### src/rtl/jump_branch_predictor.sv
// Fetch-stage jump/branch predictor with decode-stage resolution.
// Direct-mapped table of tagged targets with saturating direction counters.
module jump_branch_predictor #(
    parameter int XLEN     = 32,
    parameter int ENTRIES  = 64,
    parameter int CTR_BITS = 2
) (
    input  logic            clk,
    input  logic            reset,
    input  logic [XLEN-1:0] if_pc,
    output logic            pred_taken,
    output logic [XLEN-1:0] pred_target,
    input  logic            id_valid,
    input  logic            stall,
    input  logic [31:0]     instruction,
    input  logic [XLEN-1:0] pc_plus_four,
    input  logic [XLEN-1:0] rs1,
    input  logic            id_pred_taken,
    input  logic [XLEN-1:0] id_pred_target,
    output logic            takeBranch,
    output logic [XLEN-1:0] outputPC,
    output logic            flush,
    output logic            link_we,
    output logic [XLEN-1:0] link_data,
    output logic [31:0]     mispredict_count
);
    localparam int IDX_W = $clog2(ENTRIES);
    localparam int TAG_W = XLEN - IDX_W - 2;

    localparam logic [5:0] OP_J    = 6'h02;
    localparam logic [5:0] OP_JAL  = 6'h03;
    localparam logic [5:0] OP_JR   = 6'h12;
    localparam logic [5:0] OP_JALR = 6'h13;
    localparam logic [5:0] OP_BEQZ = 6'h04;
    localparam logic [5:0] OP_BNEZ = 6'h05;

    localparam logic [CTR_BITS-1:0] CTR_MAX  = {CTR_BITS{1'b1}};
    localparam logic [CTR_BITS-1:0] CTR_INIT = CTR_BITS'(1 << (CTR_BITS - 1));

    logic [ENTRIES-1:0]  valid_q, valid_d;
    logic [ENTRIES-1:0]  uncond_q, uncond_d;
    logic [TAG_W-1:0]    tag_q    [ENTRIES];
    logic [TAG_W-1:0]    tag_d    [ENTRIES];
    logic [XLEN-1:0]     target_q [ENTRIES];
    logic [XLEN-1:0]     target_d [ENTRIES];
    logic [CTR_BITS-1:0] ctr_q    [ENTRIES];
    logic [CTR_BITS-1:0] ctr_d    [ENTRIES];

    logic            take_branch_q, take_branch_d;
    logic [XLEN-1:0] output_pc_q, output_pc_d;
    logic            flush_q, flush_d;
    logic            link_we_q, link_we_d;
    logic [XLEN-1:0] link_data_q, link_data_d;
    logic [31:0]     mp_count_q, mp_count_d;

    // Lookup reads only registered table state, so a same-cycle update is not visible.
    logic [IDX_W-1:0] if_idx;
    logic [TAG_W-1:0] if_tag;
    assign if_idx = if_pc[IDX_W+1:2];
    assign if_tag = if_pc[XLEN-1:IDX_W+2];

    always_comb begin
        pred_taken  = 1'b0;
        pred_target = '0;
        if (valid_q[if_idx] && (tag_q[if_idx] == if_tag)) begin
            pred_taken  = uncond_q[if_idx] | ctr_q[if_idx][CTR_BITS-1];
            pred_target = target_q[if_idx];
        end
    end

    logic            resolve;
    logic [5:0]      opcode;
    logic            is_ctrl;
    logic            is_table_op;
    logic            is_link;
    logic            act_taken;
    logic [XLEN-1:0] act_target;
    logic [XLEN-1:0] upd_pc;
    logic [IDX_W-1:0] upd_idx;
    logic [TAG_W-1:0] upd_tag;
    logic            upd_hit;
    logic            unused_pc_bits;

    assign resolve        = id_valid & ~stall;
    assign opcode         = instruction[31:26];
    assign upd_pc         = pc_plus_four - XLEN'(4);
    assign upd_idx        = upd_pc[IDX_W+1:2];
    assign upd_tag        = upd_pc[XLEN-1:IDX_W+2];
    assign upd_hit        = valid_q[upd_idx] && (tag_q[upd_idx] == upd_tag);
    assign unused_pc_bits = ^{if_pc[1:0], upd_pc[1:0]};

    always_comb begin
        is_ctrl     = 1'b1;
        is_table_op = 1'b0;
        is_link     = 1'b0;
        act_taken   = 1'b0;
        act_target  = pc_plus_four + {{(XLEN-16){instruction[15]}}, instruction[15:0]};
        unique case (opcode)
            OP_J, OP_JAL: begin
                is_table_op = 1'b1;
                is_link     = (opcode == OP_JAL);
                act_taken   = 1'b1;
                act_target  = pc_plus_four + {{(XLEN-26){instruction[25]}}, instruction[25:0]};
            end
            OP_JR, OP_JALR: begin
                is_link    = (opcode == OP_JALR);
                act_taken  = 1'b1;
                act_target = rs1;
            end
            OP_BEQZ: begin
                is_table_op = 1'b1;
                act_taken   = (rs1 == '0);
            end
            OP_BNEZ: begin
                is_table_op = 1'b1;
                act_taken   = (rs1 != '0);
            end
            default: is_ctrl = 1'b0;
        endcase
    end

    // Registered resolve outputs; pulses drop on any non-resolve edge, PCs hold.
    always_comb begin
        take_branch_d = 1'b0;
        flush_d       = 1'b0;
        link_we_d     = 1'b0;
        output_pc_d   = output_pc_q;
        link_data_d   = link_data_q;
        mp_count_d    = mp_count_q;
        if (resolve) begin
            take_branch_d = act_taken;
            output_pc_d   = act_taken ? act_target : pc_plus_four;
            flush_d       = (act_taken != id_pred_taken) ||
                            (act_taken && (act_target != id_pred_target));
            if (is_ctrl && is_link) begin
                link_we_d   = 1'b1;
                link_data_d = pc_plus_four;
            end
            if (flush_d && (mp_count_q != 32'hFFFF_FFFF)) begin
                mp_count_d = mp_count_q + 32'd1;
            end
        end
    end

    always_comb begin
        valid_d  = valid_q;
        uncond_d = uncond_q;
        tag_d    = tag_q;
        target_d = target_q;
        ctr_d    = ctr_q;
        if (resolve && is_table_op) begin
            if (upd_hit) begin
                target_d[upd_idx] = act_target;
                if (!uncond_q[upd_idx]) begin
                    if (act_taken && (ctr_q[upd_idx] != CTR_MAX)) begin
                        ctr_d[upd_idx] = ctr_q[upd_idx] + CTR_BITS'(1);
                    end else if (!act_taken && (ctr_q[upd_idx] != '0)) begin
                        ctr_d[upd_idx] = ctr_q[upd_idx] - CTR_BITS'(1);
                    end
                end
            end else if (act_taken) begin
                valid_d[upd_idx]  = 1'b1;
                tag_d[upd_idx]    = upd_tag;
                target_d[upd_idx] = act_target;
                uncond_d[upd_idx] = (opcode == OP_J) || (opcode == OP_JAL);
                ctr_d[upd_idx]    = CTR_INIT;
            end
        end
    end

    always_ff @(posedge clk) begin
        if (reset) begin
            valid_q       <= '0;
            for (int i = 0; i < ENTRIES; i++) begin
                ctr_q[i] <= '0;
            end
            take_branch_q <= 1'b0;
            output_pc_q   <= '0;
            flush_q       <= 1'b0;
            link_we_q     <= 1'b0;
            link_data_q   <= '0;
            mp_count_q    <= '0;
        end else begin
            valid_q       <= valid_d;
            uncond_q      <= uncond_d;
            tag_q         <= tag_d;
            target_q      <= target_d;
            ctr_q         <= ctr_d;
            take_branch_q <= take_branch_d;
            output_pc_q   <= output_pc_d;
            flush_q       <= flush_d;
            link_we_q     <= link_we_d;
            link_data_q   <= link_data_d;
            mp_count_q    <= mp_count_d;
        end
    end

    assign takeBranch       = take_branch_q;
    assign outputPC         = output_pc_q;
    assign flush            = flush_q;
    assign link_we          = link_we_q;
    assign link_data        = link_data_q;
    assign mispredict_count = mp_count_q;

endmodule

### config.mk
export PLATFORM = sky130hd
export DESIGN_NAME = jump_branch_predictor
export DESIGN_NICKNAME = d
export VERILOG_FILES = /design/src/rtl/jump_branch_predictor.sv
export SDC_FILE = /design/constraint.sdc
export NUM_CORES = 2
export LEC_CHECK = 0
export ABC_AREA = 0
export BUFFER_PORTS_ARGS = -buffer_cell sky130_fd_sc_hd__buf_2
export CORE_ASPECT_RATIO = 1.75
export CORE_MARGIN = 1
export CORE_UTILIZATION = 55
export CTS_CLUSTER_SIZE = 40
export DETAILED_ROUTE_END_ITERATION = 7
export GPL_ROUTABILITY_DRIVEN = 0
export PLACE_DENSITY_LB_ADDON = 0.25
export SLEW_MARGIN = 20
export SYNTH_ARGS = -nofsm -noshare
export SYNTH_HDL_FRONTEND = slang
export SYNTH_SLANG_ARGS = --single-unit
### constraint.sdc
create_clock -name clk -period 16.05 [get_ports clk]
set_clock_uncertainty 0.05 [all_clocks]
set_input_delay 0.8025 -clock clk [delete_from_list [all_inputs] [get_ports clk]]
set_output_delay 0.8025 -clock clk [all_outputs]
set_load 0.02 [all_outputs]
# --- After elaboration in Yosys (flattened, before gate mapping) ---
# Cells that the tools add are included.
word_totals:
  register_bits: 3939
  wordCells: 319
classes:
  add_sub_neg: 6
  magnitude_cmp: 6
  eq_ne: 14
  mux: 52
  n_bitwise: 12
  n_reduce_logical: 29
op_table:
  columns: ["cell", "n"]
  rows:
  - ["$mux W2048", 2]
  - ["$bwmux W2048", 1]
  - ["$bwmux W1536", 1]
  - ["$mux W128", 5]
  - ["$bmux W24 S6", 2]
  - ["$bwmux W128", 2]
  - ["$bmux W32 S6", 1]
  - ["$demux W32 S6", 1]
  - ["$mux W32", 5]
  - ["$demux W24 S6", 1]
  - ["$or A64 B64 Y64", 2]
  - ["$mux W24", 5]
  - ["$add A32 B32 Y32", 2]
  - ["$and A64 B64 Y64", 1]
  - ["$bwmux W64", 1]
  - ["$not A64 Y64", 1]
  - ["$pmux W32 S2", 1]
  - ["$eq A24 B24 Y1", 2]
  - ["$add A32 B1 Y32 const B", 1]
  - ["$logic_not A32 Y1", 1]
  - ["$ne A32 B32 Y1", 1]
  - ["$ne A32 B32 Y1 const B", 1]
  - ["$reduce_bool A32 Y1", 1]
  - ["$sub A32 B3 Y32 const B", 1]
  - ["other kinds (34)", 77]

# --- Longest topological paths before layout ---
logic_depth:
  word_depth: 11
  mapped_depth: 34
  mapped_depth_nobuf: 17

# --- Least setup slack after synthesis ---
# OpenSTA, ideal clock, no wires.
synth_path:
  kind: "input -> register"
  start: "in pc_plus_four[2]"
  end: "reg target_q[1248] in the netlist's numbering, enable pin"
  setup_ns: 0.421
  arrival_time_ns: 8.921
  required_ns: 15.579
  slack_ns: 6.658
  stages: 24
  path_buffers: 12
  path_cell_list: "buf_6 > buf_2 > clkinv_1 > buf_2 > buf_2 > buf_1 > clkbuf_1 > buf_1 > ha_1 > buf_2 > or4b_2 > or3_1 > clkbuf_1 > nor3_1 > xor2_1 > nor3_1 > nor4_1 > and4b_1 > nand2_2 > buf_6 > a21o_1 > buf_2 > clkbuf_1 > nor2_1"
synth_via:
  elab_cells_between_ends: 11
  cone_classes: "1 x add/sub; 1 x eq/ne; 5 x mux; 1 x bitwise; 3 x reduce/logical"
synth_lines:
  columns: ["item", "line_no", "rtl"]
  rows:
  - ["start: declaration", "16", "input logic [XLEN-1:0] pc_plus_four,"]
  - ["$sub A32 B3 Y32", "86", "assign upd_pc = pc_plus_four - XLEN'(4);"]
  - ["named net upd_pc[14]", "78", "logic [XLEN-1:0] upd_pc;"]
  - ["$eq A24 B24 Y1", "89", "assign upd_hit = valid_q[upd_idx] && (tag_q[upd_idx] == upd_tag);"]
  - ["$logic_and A1 B1 Y1", "89", null]
  - ["$reduce_bool A2 Y1 (no line)", null, null]
  - ["$reduce_and A3 Y1 (no line)", null, null]
  - ["end signal: assignment", "187", "target_q <= target_d;"]
  - ["end: declaration", "44", "logic [XLEN-1:0] target_q [ENTRIES];"]
# The timed path passes the listed nets, and every way through them passes these cells. The select of a mux whose other input is x is not followed.
# A chain may end at the register's enable or synchronous reset.

# --- Final worst setup path ---
layout_path:
  start: "in pc_plus_four[2]"
  end: "reg tag_q[94] in the netlist's numbering, enable pin"
layout_via:
  elab_chain_cells: 9
  elab_cells_between_ends: 11
  cone_classes: "1 x add/sub; 1 x eq/ne; 5 x mux; 2 x bitwise; 2 x reduce/logical"
layout_lines:
  columns: ["item", "line_no", "rtl"]
  rows:
  - ["$sub A32 B3 Y32 (*)", "86", null]
  - ["$not A6 Y7 (implied by the code)", "89", null]
  - ["$bmux W24 S6", "89", null]
  - ["$mux W24 (implied by the code) (2 in series)", "89", null]
  - ["$eq A24 B24 Y1", "89", null]
  - ["$logic_and A1 B1 Y1 (*)", "89", null]
  - ["$not A1 Y1 (no line) (*)", null, null]
  - ["$reduce_and A4 Y1 (no line) (*)", null, null]
  - ["end signal: assignment", "186", "tag_q <= tag_d;"]
  - ["end: declaration", "42", "logic [TAG_W-1:0] tag_q [ENTRIES];"]
# Mark *: on every way between the ends. The rest lies on a longest branch, timed or not. The select of a mux whose other input is x is not followed.

==> results.json <==
{
  "outcome": "complete, but fails checks",
  "violations": "DRC",
  "cts_root_buffer": "clkbuf_16",
  "row_count": 272,
  "numPlacedInstances": 13400,
  "seqCellArea_mm2": 0.115,
  "slowest_stage": "buf_4",
  "critPathCaptureType": "flip-flop",
  "dp_hpwl_um": 328000,
  "ys.flop_type": "edfxtp_1",
  "slew_viol_final": 0,
  "min_path_type": "in -> reg",
  "p_comb_share_pct": 9.8,
  "crit_family": "buffers and inverters",
  "syn-instance-count": 9314,
  "drv_cap": 0,
  "tns_ps": 0,
  "cts_buffers": 349,
  "rsz0062_at_grt": "false",
  "r2r_start": "tag_q[936]$_DFFE_PP_",
  "peakVddDrop_uv": 99.4,
  "ff2ff_setup_slack_ps": 9310,
  "yosysUniqueCellTypes": 112,
  "path_cells": "buf_8 -> inv_4 -> ha_4 -> buf_4 -> buf_4 -> buf_4 -> mux4_2 -> nand2_1 -> a32o_1 -> a221oi_1 -> and3_1 -> xnor2_1 -> nand4_2 -> or4_1 -> o21ai_4 -> buf_4 -> buf_4 -> nor2_4 -> buf_4",
  "max-clock-path-buffers": 4,
  "setup_viol": 0,
  "path_class": "in -> reg",
  "max_freq_ghz": 0.101,
  "power.share.clock_pct": 38.3,
  "grtUsageTotal_pct": 35.6,
  "firstDrtPassIters": 8,
  "start_util_pct": 55.2,
  "syn_to_final_growth_pct": 11.2,
  "cpPeakStageDelay_ps": 930,
  "pin_count": 297,
  "drtIter0Drc": 14500,
  "synth_edf_count": 3648,
  "die-area_mm2": 0.317,
  "required_ps": 16620,
  "path_buf_inv": 8,
  "min_to": "link_data[1]$_SDFFE_PP0P_",
  "timing.final.crit_share_pct": 61.8,
  "core_mm2": 0.313,
  "routed_via_density": 7.24,
  "htree_levels": 5,
  "hold_buffers": 0,
  "ys_ff_latch": 3939,
  "finalHoldViolCount": 0,
  "p_seq_share_pct": 51.9,
  "yosysWarnings": 0,
  "synthArstFlopShare_pct": 0,
  "hold_start": "pc_plus_four[1]",
  "grt_max_degree": 161,
  "grt_pass1_vias": 102000,
  "antenna_found_initial": 21,
  "leakage_nw": 60.2,
  "drive_gt1_share_pct": 31.1,
  "rr_endpoint": "tag_q[94]$_DFFE_PP_",
  "relSlewSlack_pct": 14.8,
  "whs_path_depth": 3,
  "final.fill_count": 21800,
  "p_sw_mw": 5.24,
  "cts_resized": 0,
  "cts_setup_buffers": 0,
  "syn_nets": 9516,
  "cts_tree": "yes",
  "die_w_um": 426,
  "avgSynthCellArea_um2": 18.6,
  "synth_seq_area_share_pct": 66.7,
  "finalCriticalPeriod_ps": 9930,
  "ff2ff_path_depth": 14,
  "nets": 9820,
  "die_h_um": 744,
  "drc": 4,
  "fin_cells": 14000,
  "cts.sink_count": 3939,
  "powerDensity_mw_per_mm2": 115,
  "cts.clk_slew.worst_paths_ps": 70,
  "switching_share_pct": 23.7,
  "power_mw": 22.1,
  "routed-via-count": 102000,
  "wl_um": 562000,
  "drt-wirelength-per-cell_um": 40.1,
  "tightest_slew_ps": 1280,
  "clock_latency_ps": 950,
  "grt_pass1_wl_um": 780000,
  "p_int_mw": 16.9,
  "worstPathArrival_ps": 10490,
  "startpoint_type": "input pin",
  "grt_overflow": 0,
  "antenna_left": 0,
  "cp_common_cell": "buf_4",
  "timing.hold.ws_ps": 116,
  "io_buffers": 294,
  "syn_area_mm2": 0.173,
  "crit_fanout": 65,
  "multiInputGateArea_mm2": 0.0559
}
==> power groups by stage <==
| stage | logic (mW) | registers [mW] | clock network [mW] |
|---|---|---|---|
| global route | 2.24 | 11.5 | 8.87 |
| detailed placement | 2.12 | 11.7 | 0 |
| global placement | 2.07 | 11.7 | 0 |
| finish | 2.17 | 11.5 | 8.47 |
| CTS | 2.13 | 11.5 | 8.52 |
| floorplan | 1.26 | 11.8 | 0 |
==> routing by layer <==
layer | vias up | routed length (um) | global-route usage (%) | share of wire (%)
li1 | 39200 | - | - | -
met1 | 53100 | 176000 | 41.4 | 31
met2 | 7301 | 275000 | 58.1 | 49
met3 | 1945 | 59900 | 8.19 | 11
met4 | 14 | 51200 | 25.9 | 9.1
met5 | - | 126 | 0 | 0.022
==> worst reg2reg max path: cells and delay by family, from the launching register on <==
kind | cells | cell delay, ps
AO/OA/AOI/OAI | 4 | 1290
buffers and inverters | 3 | 2030
flip-flops | 1 | 370
multiplexers | 1 | 460
AND/OR/NAND/NOR | 6 | 2180
==> stage by stage <==
step,setup slack (ps),cell area [um2],util [%]
2_1_floorplan,6660,173000,-
3_3_place_gp,5210,181000,57.8
3_5_place_dp,5570,181000,57.8
4_1_cts,6490,192000,61.3
5_1_grt,6000,192000,61.4
6_report,6120,192000,61.4
==> cell families after synthesis <==
logic type	count (synthesis)	share of synthesized area, %
compound gates	930	4.19
xor+xnor	115	0.591
fa+ha+maj	37	0.272
buf+inv	781	1.99
flops	3939	66.7
mux	1797	21.5
simple gates	1715	4.76
==> placed cells by master (no fill, tap or decap), types with 181 or more instances in the layout <==
cell and n:
a21oi_1 221, buf_2 286, buf_4 323, clkbuf_16 354
dfxtp_1 291, edfxtp_1 3648, mux4_2 1510, nand2_1 554
nor2_1 246, nor2b_1 181
==> cell usage after synthesis (11+ instances only) <==
library cell / n / share of area (%)
edfxtp_1: 3648 / 63
mux4_2: 1510 / 20
nand2_1: 558 / 1.2
nor2_1: 387 / 0.84
clkbuf_1: 376 / 0.82
dfxtp_1: 291 / 3.4
a21oi_1: 228 / 0.66
nor2b_1: 183 / 0.66
mux2_2: 150 / 0.98
nand3_1: 147 / 0.43
buf_2: 139 / 0.40
nor3_1: 127 / 0.37
mux2i_1: 123 / 0.71
o22ai_1: 122 / 0.44
buf_1: 103 / 0.22
inv_1: 101 / 0.22
o21ai_0: 89 / 0.26
xnor2_1: 64 / 0.32
nand2b_1: 57 / 0.21
a211oi_1: 55 / 0.24
nand4_1: 52 / 0.19
xor2_1: 50 / 0.25
or3_1: 45 / 0.16
o32ai_4: 41 / 0.65
o31ai_1: 40 / 0.17
nor4_1: 39 / 0.14
a21o_1: 37 / 0.16
a31oi_1: 36 / 0.13
ha_1: 36 / 0.26
buf_4: 35 / 0.15
o221ai_1: 35 / 0.18
a32oi_1: 33 / 0.17
or4_1: 33 / 0.14
and3_1: 28 / 0.10
o32ai_1: 23 / 0.12
a311oi_1: 21 / 0.11
buf_6: 20 / 0.13
o211ai_1: 19 / 0.083
a22oi_1: 15 / 0.065
a221oi_1: 14 / 0.071
mux2_1: 14 / 0.091
a32o_1: 13 / 0.075
o21a_1: 11 / 0.048
==> sequential cells by signal (all words and copies together) (netlist names) <==
| name | cells |
|---|---|
| valid_q | 64 |
| takeBranch | 1 |
| flush | 1 |
| outputPC | 32 |
| target_q | 2048 |
| uncond_q | 64 |
| link_we | 1 |
| link_data | 32 |
| tag_q | 1536 |
| mispredict_count | 32 |
| ctr_q | 128 |
==> layout make-up <==
class | count | share of cell area, %
antenna | 11 | 0.0143
clock buffer | 440 | 4.84
clock inverter | 187 | 0.980
inverter | 103 | 0.204
multi-input combinational | 4594 | 29.1
sequential | 3939 | 60.0
tap | 4110 | 2.68
timing repair buffer | 631 | 2.20
==> how the worst max path moves through the flow <==
| stage | startpoint | end | slack [ps] | depth (start not counted) |
|---|---|---|---|---|
| 2_1_floorplan | pc_plus_four[2] | target_q[1248]$_DFFE_PP_ | 6660 | 24 |
| 3_3_place_gp | pc_plus_four[2] | target_q[1651]$_DFFE_PP_ | 5210 | 20 |
| 3_5_place_dp | pc_plus_four[2] | tag_q[72]$_DFFE_PP_ | 5570 | 19 |
| 4_1_cts | if_pc[3] | pred_target[14] | 6490 | 13 |
| 5_1_grt | pc_plus_four[2] | tag_q[94]$_DFFE_PP_ | 6000 | 19 |
| 6_report | pc_plus_four[2] | tag_q[94]$_DFFE_PP_ | 6120 | 19 |
Note: power is estimated with default switching activity, not from simulation.
